$ cat config.mk
export PLATFORM = sky130hd
export DESIGN_NAME = dwt_haar_mac
export DESIGN_NICKNAME = d
export VERILOG_FILES = /design/src/rtl/dwt_haar_mac.sv
export SDC_FILE = /design/constraint.sdc
export NUM_CORES = 1
export LEC_CHECK = 0
export BUFFER_PORTS_ARGS = -buffer_cell sky130_fd_sc_hd__buf_2
export CAP_MARGIN = 20
export CORE_UTILIZATION = 50
export CTS_CLUSTER_SIZE = 28
export DETAILED_ROUTE_END_ITERATION = 8
export GPL_ROUTABILITY_DRIVEN = 0
export HOLD_SLACK_MARGIN = 0.02
export PLACE_DENSITY = 0.72
export SETUP_SLACK_MARGIN = 0.05
export SLEW_MARGIN = 30
export SYNTH_ARGS = -nofsm -noshare
export SYNTH_HDL_FRONTEND = slang
export SYNTH_SLANG_ARGS = --single-unit
$ cat constraint.sdc
create_clock -name clk -period 3.1 [get_ports clk]
set_input_delay 0 -clock clk [delete_from_list [all_inputs] [get_ports clk]]
set_output_delay 0 -clock clk [all_outputs]
set_load 0.005 [all_outputs]
$ cat src/rtl/dwt_haar_mac.sv
// Haar DWT arithmetic stage: 2-cycle pipelined {L,H} pair computation with row/column pass tracking.
// Optional build macro DWT_ROUND_EN selects rounding arithmetic with H saturation instead of truncation.
module dwt_haar_mac #(
    parameter int WIDTH     = 256,
    parameter int HEIGHT    = 256,
    parameter int MAX_LEVEL = 1
) (
    input  logic                       clk,
    input  logic                       rst,
    input  logic [15:0]                i_pair,
    input  logic                       i_valid,
    input  logic                       i_mode,
    input  logic [$clog2(WIDTH)-1:0]   i_row_column_pointer,
    input  logic [$clog2(WIDTH)-1:0]   i_pixel_pointer,
    output logic [15:0]                o_coef,
    output logic                       o_valid,
    output logic                       o_mode,
    output logic [$clog2(WIDTH)-1:0]   o_row_column_pointer,
    output logic [$clog2(WIDTH)-1:0]   o_pixel_pointer,
    output logic                       o_pass_done,
    output logic [2:0]                 o_level,
    output logic                       o_all_done,
    output logic                       o_seq_err
);

    localparam int PW = $clog2(WIDTH);

    localparam logic [1:0] ST_IDLE = 2'd0;
    localparam logic [1:0] ST_ROW  = 2'd1;
    localparam logic [1:0] ST_COL  = 2'd2;

    localparam logic [PW-1:0] ROW_PX_LAST = PW'(WIDTH - 2);
    localparam logic [PW-1:0] ROW_RC_LAST = PW'(HEIGHT - 1);
    localparam logic [PW-1:0] COL_PX_LAST = PW'(HEIGHT - 2);
    localparam logic [PW-1:0] COL_RC_LAST = PW'(WIDTH - 1);
    localparam logic [2:0]    LEVEL_MAX   = 3'(MAX_LEVEL);

    logic [1:0]    state_q, state_d;
    logic [PW-1:0] exp_rc_q, exp_rc_d;
    logic [PW-1:0] exp_px_q, exp_px_d;
    logic          exp_mode_s;
    logic          mismatch_s;
    logic          pass_last_s;
    logic [PW-1:0] px_last_s;
    logic [PW-1:0] rc_last_s;

    logic [8:0]    s_s;
    logic [8:0]    d_s;

    logic                 s1_valid_q;
    logic [8:0]           s1_s_q;
    logic signed [8:0]    s1_d_q;
    logic                 s1_mode_q;
    logic [PW-1:0]        s1_rc_q;
    logic [PW-1:0]        s1_px_q;
    logic                 s1_last_q;
    logic                 s1_lvl_q;

    logic [7:0]    l_s;
    logic [7:0]    h_s;

    logic [15:0]   o_coef_q;
    logic          o_valid_q;
    logic          o_mode_q;
    logic [PW-1:0] o_rc_q;
    logic [PW-1:0] o_px_q;
    logic          o_pass_done_q;
    logic [2:0]    o_level_q, o_level_d;
    logic          o_all_done_q, o_all_done_d;
    logic          o_seq_err_q, o_seq_err_d;

    // Sequence tracking: check incoming tags, resync to them, and advance from the received position.
    always_comb begin
        state_d  = state_q;
        exp_rc_d = exp_rc_q;
        exp_px_d = exp_px_q;
        case (state_q)
            ST_ROW:  exp_mode_s = 1'b0;
            ST_COL:  exp_mode_s = 1'b1;
            default: exp_mode_s = 1'b0;
        endcase
        mismatch_s  = (i_mode != exp_mode_s) ||
                      (i_row_column_pointer != exp_rc_q) ||
                      (i_pixel_pointer != exp_px_q);
        px_last_s   = i_mode ? COL_PX_LAST : ROW_PX_LAST;
        rc_last_s   = i_mode ? COL_RC_LAST : ROW_RC_LAST;
        pass_last_s = (i_pixel_pointer == px_last_s) && (i_row_column_pointer == rc_last_s);
        if (i_valid) begin
            if (pass_last_s) begin
                exp_rc_d = {PW{1'b0}};
                exp_px_d = {PW{1'b0}};
                state_d  = i_mode ? ST_IDLE : ST_COL;
            end else if (i_pixel_pointer == px_last_s) begin
                exp_px_d = {PW{1'b0}};
                exp_rc_d = i_row_column_pointer + PW'(1);
                state_d  = i_mode ? ST_COL : ST_ROW;
            end else begin
                exp_px_d = i_pixel_pointer + PW'(2);
                exp_rc_d = i_row_column_pointer;
                state_d  = i_mode ? ST_COL : ST_ROW;
            end
        end else begin
            state_d = state_q;
        end
        o_seq_err_d = o_seq_err_q | (i_valid & (mismatch_s | o_all_done_q));
    end

    // Stage 1 arithmetic: 9-bit sum and 9-bit two's complement difference.
    always_comb begin
        s_s = {1'b0, i_pair[15:8]} + {1'b0, i_pair[7:0]};
        d_s = {1'b0, i_pair[15:8]} - {1'b0, i_pair[7:0]};
    end

`ifdef DWT_ROUND_EN
    logic [9:0]        s_rnd_s;
    logic signed [9:0] d_ext_s;
    logic signed [9:0] d_rnd_s;
    logic signed [9:0] h_sum_s;

    // Stage 2 rounding arithmetic; H can only reach 256 on the positive side, so clamp that.
    always_comb begin
        s_rnd_s = {1'b0, s1_s_q} + 10'd1;
        l_s     = 8'(s_rnd_s >> 1);
        d_ext_s = {s1_d_q[8], s1_d_q};
        d_rnd_s = d_ext_s + 10'sd1;
        h_sum_s = (d_rnd_s >>> 1) + 10'sd128;
        if (h_sum_s[8]) begin
            h_s = 8'hFF;
        end else begin
            h_s = 8'(h_sum_s);
        end
    end
`else
    logic signed [8:0] d_sh_s;
    logic signed [8:0] h_sum_s;

    // Stage 2 truncating arithmetic; the +128 bias maps H into 0..255 without overflow.
    always_comb begin
        l_s     = 8'(s1_s_q >> 1);
        d_sh_s  = s1_d_q >>> 1;
        h_sum_s = d_sh_s + 9'sd128;
        h_s     = 8'(h_sum_s);
    end
`endif

    // Level counter saturates; all_done follows it in the same cycle.
    always_comb begin
        if (s1_valid_q && s1_lvl_q && (o_level_q < LEVEL_MAX)) begin
            o_level_d = o_level_q + 3'd1;
        end else begin
            o_level_d = o_level_q;
        end
        o_all_done_d = o_all_done_q | (o_level_d == LEVEL_MAX);
    end

    // Sequencer state and expected pointers.
    always_ff @(posedge clk or negedge rst) begin
        if (!rst) begin
            state_q  <= ST_IDLE;
            exp_rc_q <= {PW{1'b0}};
            exp_px_q <= {PW{1'b0}};
        end else begin
            state_q  <= state_d;
            exp_rc_q <= exp_rc_d;
            exp_px_q <= exp_px_d;
        end
    end

    // Stage 1 pipeline register; the pass-end and level flags ride along with the data.
    always_ff @(posedge clk or negedge rst) begin
        if (!rst) begin
            s1_valid_q <= 1'b0;
            s1_s_q     <= 9'd0;
            s1_d_q     <= 9'sd0;
            s1_mode_q  <= 1'b0;
            s1_rc_q    <= {PW{1'b0}};
            s1_px_q    <= {PW{1'b0}};
            s1_last_q  <= 1'b0;
            s1_lvl_q   <= 1'b0;
        end else begin
            s1_valid_q <= i_valid;
            if (i_valid) begin
                s1_s_q    <= s_s;
                s1_d_q    <= d_s;
                s1_mode_q <= i_mode;
                s1_rc_q   <= i_row_column_pointer;
                s1_px_q   <= i_pixel_pointer;
                s1_last_q <= pass_last_s;
                s1_lvl_q  <= i_mode & pass_last_s;
            end
        end
    end

    // Stage 2 output register; coefficient and tags hold while no pair is exiting.
    always_ff @(posedge clk or negedge rst) begin
        if (!rst) begin
            o_coef_q      <= 16'd0;
            o_valid_q     <= 1'b0;
            o_mode_q      <= 1'b0;
            o_rc_q        <= {PW{1'b0}};
            o_px_q        <= {PW{1'b0}};
            o_pass_done_q <= 1'b0;
            o_level_q     <= 3'd0;
            o_all_done_q  <= 1'b0;
            o_seq_err_q   <= 1'b0;
        end else begin
            o_valid_q     <= s1_valid_q;
            o_pass_done_q <= s1_valid_q & s1_last_q;
            o_level_q     <= o_level_d;
            o_all_done_q  <= o_all_done_d;
            o_seq_err_q   <= o_seq_err_d;
            if (s1_valid_q) begin
                o_coef_q <= {l_s, h_s};
                o_mode_q <= s1_mode_q;
                o_rc_q   <= s1_rc_q;
                o_px_q   <= s1_px_q;
            end
        end
    end

    assign o_coef               = o_coef_q;
    assign o_valid              = o_valid_q;
    assign o_mode               = o_mode_q;
    assign o_row_column_pointer = o_rc_q;
    assign o_pixel_pointer      = o_px_q;
    assign o_pass_done          = o_pass_done_q;
    assign o_level              = o_level_q;
    assign o_all_done           = o_all_done_q;
    assign o_seq_err            = o_seq_err_q;

endmodule

==> metrics.md <==
| Metric | Value |
|---|---|
| Setup violations, final | `0` |
| CP Capture Point | `state_q[1]` |
| Peak supply drop | `323 uV` |
| Initial core utilization | `0.524` |
| Worst slew pin tran | `710 ps` |
| DP HPWL | `6600 um` |
| Count leader, synth | `dfrtp_1` |
| Syn Area/Cell | `11.7 um2` |
| # hold bufs at CTS | `18` |
| Skew-Pair Late Insertion Delay | `350 ps` |
| Yosys warning total | `0` |
| Final non-filler cell total | `599` |
| Vias | `3308` |
| Proportion of layout cells with a drive suffix above 1 | `0.330` |
| CTS tree | `built` |
| Number of port buffers | `75` |
| Post-cts sizing count | `0` |
| PwrDens | `532 mW/mm2` |
| Slew Limit Fails | `0` |
| Rel. slew slack | `0.527` |
| Tightest hold margin | `85.8 ps` |
| Final nets | `543` |
| Cell Area, Synth | `0.00466 mm2` |
| Antenna viol nets, final | `0` |
| Dpl cells | `565` |
| Flops & latches, synth | `94` |
| Internal reg-to-reg setup slack | `1530 ps` |
| Post-CTS setup buffer count | `0` |
| Final Hold Viols | `0` |
| Routed len/inst | `15.8 um` |
| Tot GR Track Use | `0.210` |
| N_diodes | `0` |
| Final setup margin | `1040 ps` |
| Via density | `5.52` |
| Crit-path cells | `dlygate4sd3_1 -> buf_2 -> nand3_2 -> nor4_4 -> buf_4 -> and3_2 -> and3_1 -> inv_1 -> ha_1 -> mux2_2` |
| Max Cap Viol | `0` |
| RSZ-0062 raised after global routing | `no` |
| Root Driver | `clkbuf_8` |
| DR pass1 iterations | `6` |
| First-iteration detailed-routing DRC count | `89` |
| Clock buffer count from CTS | `9` |
| Antenna violations before repair | `0` |
| Failing checks | `design-rule violations` |
| DRT Wirelength | `9470 um` |
| Crit path from | `i_pixel_pointer[5]` |
| Fmax | `484 MHz` |
| P_leak | `2.55 nW` |
| Core Area | `0.00889 mm2` |
| Gate Count Post-Synth | `397` |
| CTS Sinks | `94` |
| Worst-path fanout max | `14` |
| Area Growth Syn to Fin | `18.8%` |
| Synthesized Nets | `454` |
| Commonest cells in the netlist | `dfrtp_1, mux2_2, xor2_1` |
| Clock Pin Slew Worst Setup and Hold Paths | `100 ps` |
| Setup TNS | `0 ps` |
| Top cell type by total area after synthesis | `dfrtp_1` |
| Max Buffers Root-to-Sink | `2` |
| CP Data Required Time | `3340 ps` |
| Pin count of the biggest net entering global routing | `58` |
| RR Endpoint | `o_coef[4]` |
| CP Launch Type | `input pin` |
| Worst Hold Class | `input pin to register` |
| Placed cell areas | `0.00513 mm2` |
| Clk_skew | `9.03 ps` |
| Outcome | `finished with violations` |
| First-pass GRT wire length | `16000 um` |
| H-Tree Depth | `3` |
| Row count | `34` |
| Final min period | `2060 ps` |
| Synth top area cells | `dfrtp_1, mux2_2, ha_1` |
| Reg2Reg Depth | `2` |
| Die area | `0.00971 mm2` |
| Post-synth ARST share | `1.00` |
| Critical path's largest stage delay | `530 ps` |
| Die H | `98.5 um` |
| Number of global-route vias before repair | `3333` |
| Seq/Total Area, Yosys | `0.505` |
| Post-synth cell types | `50` |
| Die Wd | `98.5 um` |
| CP Capture Type | `register` |
| Number of enable flip-flop cells after synthesis | `0` |
| CP max stage cell | `dlygate4sd3_1` |
| Remaining DRCs | `4` |
| Final Cycle Share | `0.666` |
| Total I/O pin count | `76` |
| Ys flop type | `dfrtp_1` |
| CP arrival | `2300 ps` |
| Fin area | `0.00554 mm2` |
| Top cell type's share of synthesized area | `0.505` |
| Setup Crit Path Kind | `input pin to register` |
| Pre-CTS setup slack | `1210 ps` |
| GR Overflow Total | `0` |
| RR Startpoint | `s1_valid_q` |
per-stage QoR:
stage | utilization | total power [mW]
2_1_floorplan | - | 1.82
3_3_place_gp | 0.577 | 2.03
3_5_place_dp | 0.577 | 2.06
4_1_cts | 0.623 | 2.98
5_1_grt | 0.623 | 3.11
6_report | 0.623 | 2.95
logic make-up (layout without fill, tap and decap cells):
kind of cell    Yosys count  after routing  share of synthesized area
xor+xnor                 34             34                     0.0639
buf+inv                  42            136                     0.0360
simple gates             83             83                      0.102
fa+ha+maj                21             21                     0.0596
mux                      58             58                      0.140
compound gates           65             65                     0.0943
flops                    94             94                      0.505
flip-flops by register name, indices dropped and copies added (netlist names):
register,count
exp_px_q,8
exp_rc_q,8
o_all_done,1
o_coef,16
o_level,3
o_mode,1
o_pass_done,1
o_pixel_pointer,8
o_row_column_pointer,8
o_seq_err,1
o_valid,1
s1_d_q,8
s1_last_q,1
s1_lvl_q,1
s1_mode_q,1
s1_px_q,8
s1_rc_q,8
s1_s_q,8
s1_valid_q,1
state_q,2
layer usage:
layer  up-vias  wire length, um  global-route usage
li1       1578                -                   -
met1      1640             4200               0.269
met2        81             4750               0.360
met3         9              396              0.0468
met4         0              114              0.0563
met5         -                0                   0
how the worst min path moves through the flow:
stage                          start          end  slack [ps]  cells after the start
after global placement           rst    s1_mode_q          90                      1
after detailed placement         rst   o_level[1]         110                      1
after global routing      i_pair[15]    s1_d_q[8]         100                      5
after CTS                 i_pair[15]    s1_d_q[8]          80                      5
final                     i_pair[15]    s1_d_q[8]          90                      5
after floorplan                  rst  exp_px_q[0]        -300                      0
worst max-delay path, delay by kind of cell:
family	cells	cell delay, ps
muxes	1	260
buffers and inverters	4	1030
adders and majority gates	1	260
and+or+nand+nor	4	760
placed cells by master, fill, tap and decap left out, drive strengths merged, types with 5 or more instances in the layout:
cell | Yosys | final
a21oi | 17 | 17
inv | 20 | 21
mux2 | 56 | 56
xnor2 | 12 | 12
ha | 19 | 19
nand2 | 19 | 19
nor4 | 8 | 8
dlygate4sd3 | 0 | 18
o31ai | 5 | 5
nor2 | 16 | 16
o21ai | 10 | 10
xor2 | 22 | 22
dfrtp | 94 | 94
o2bb2ai | 5 | 5
buf | 7 | 82
clkbuf | 15 | 11
nand4 | 5 | 5
and3 | 5 | 5
nand3 | 9 | 9
power breakdown:
part	internal [mW]	leakage (nW)	switching (mW)
registers	1.40	1.12	0.0899
clock network	0.479	0.110	0.424
logic	0.291	1.32	0.266
area by class of cell:
type                       instances  area [um2]
clock buffer                      11         141
clock inverter                     5        81.3
fill                             718        3360
inverter                          20        75.1
multi-input combinational        261        2140
sequential                        94        2350
tap                              108         135
timing repair buffer             100         611
(Power assumes the default switching activity.)
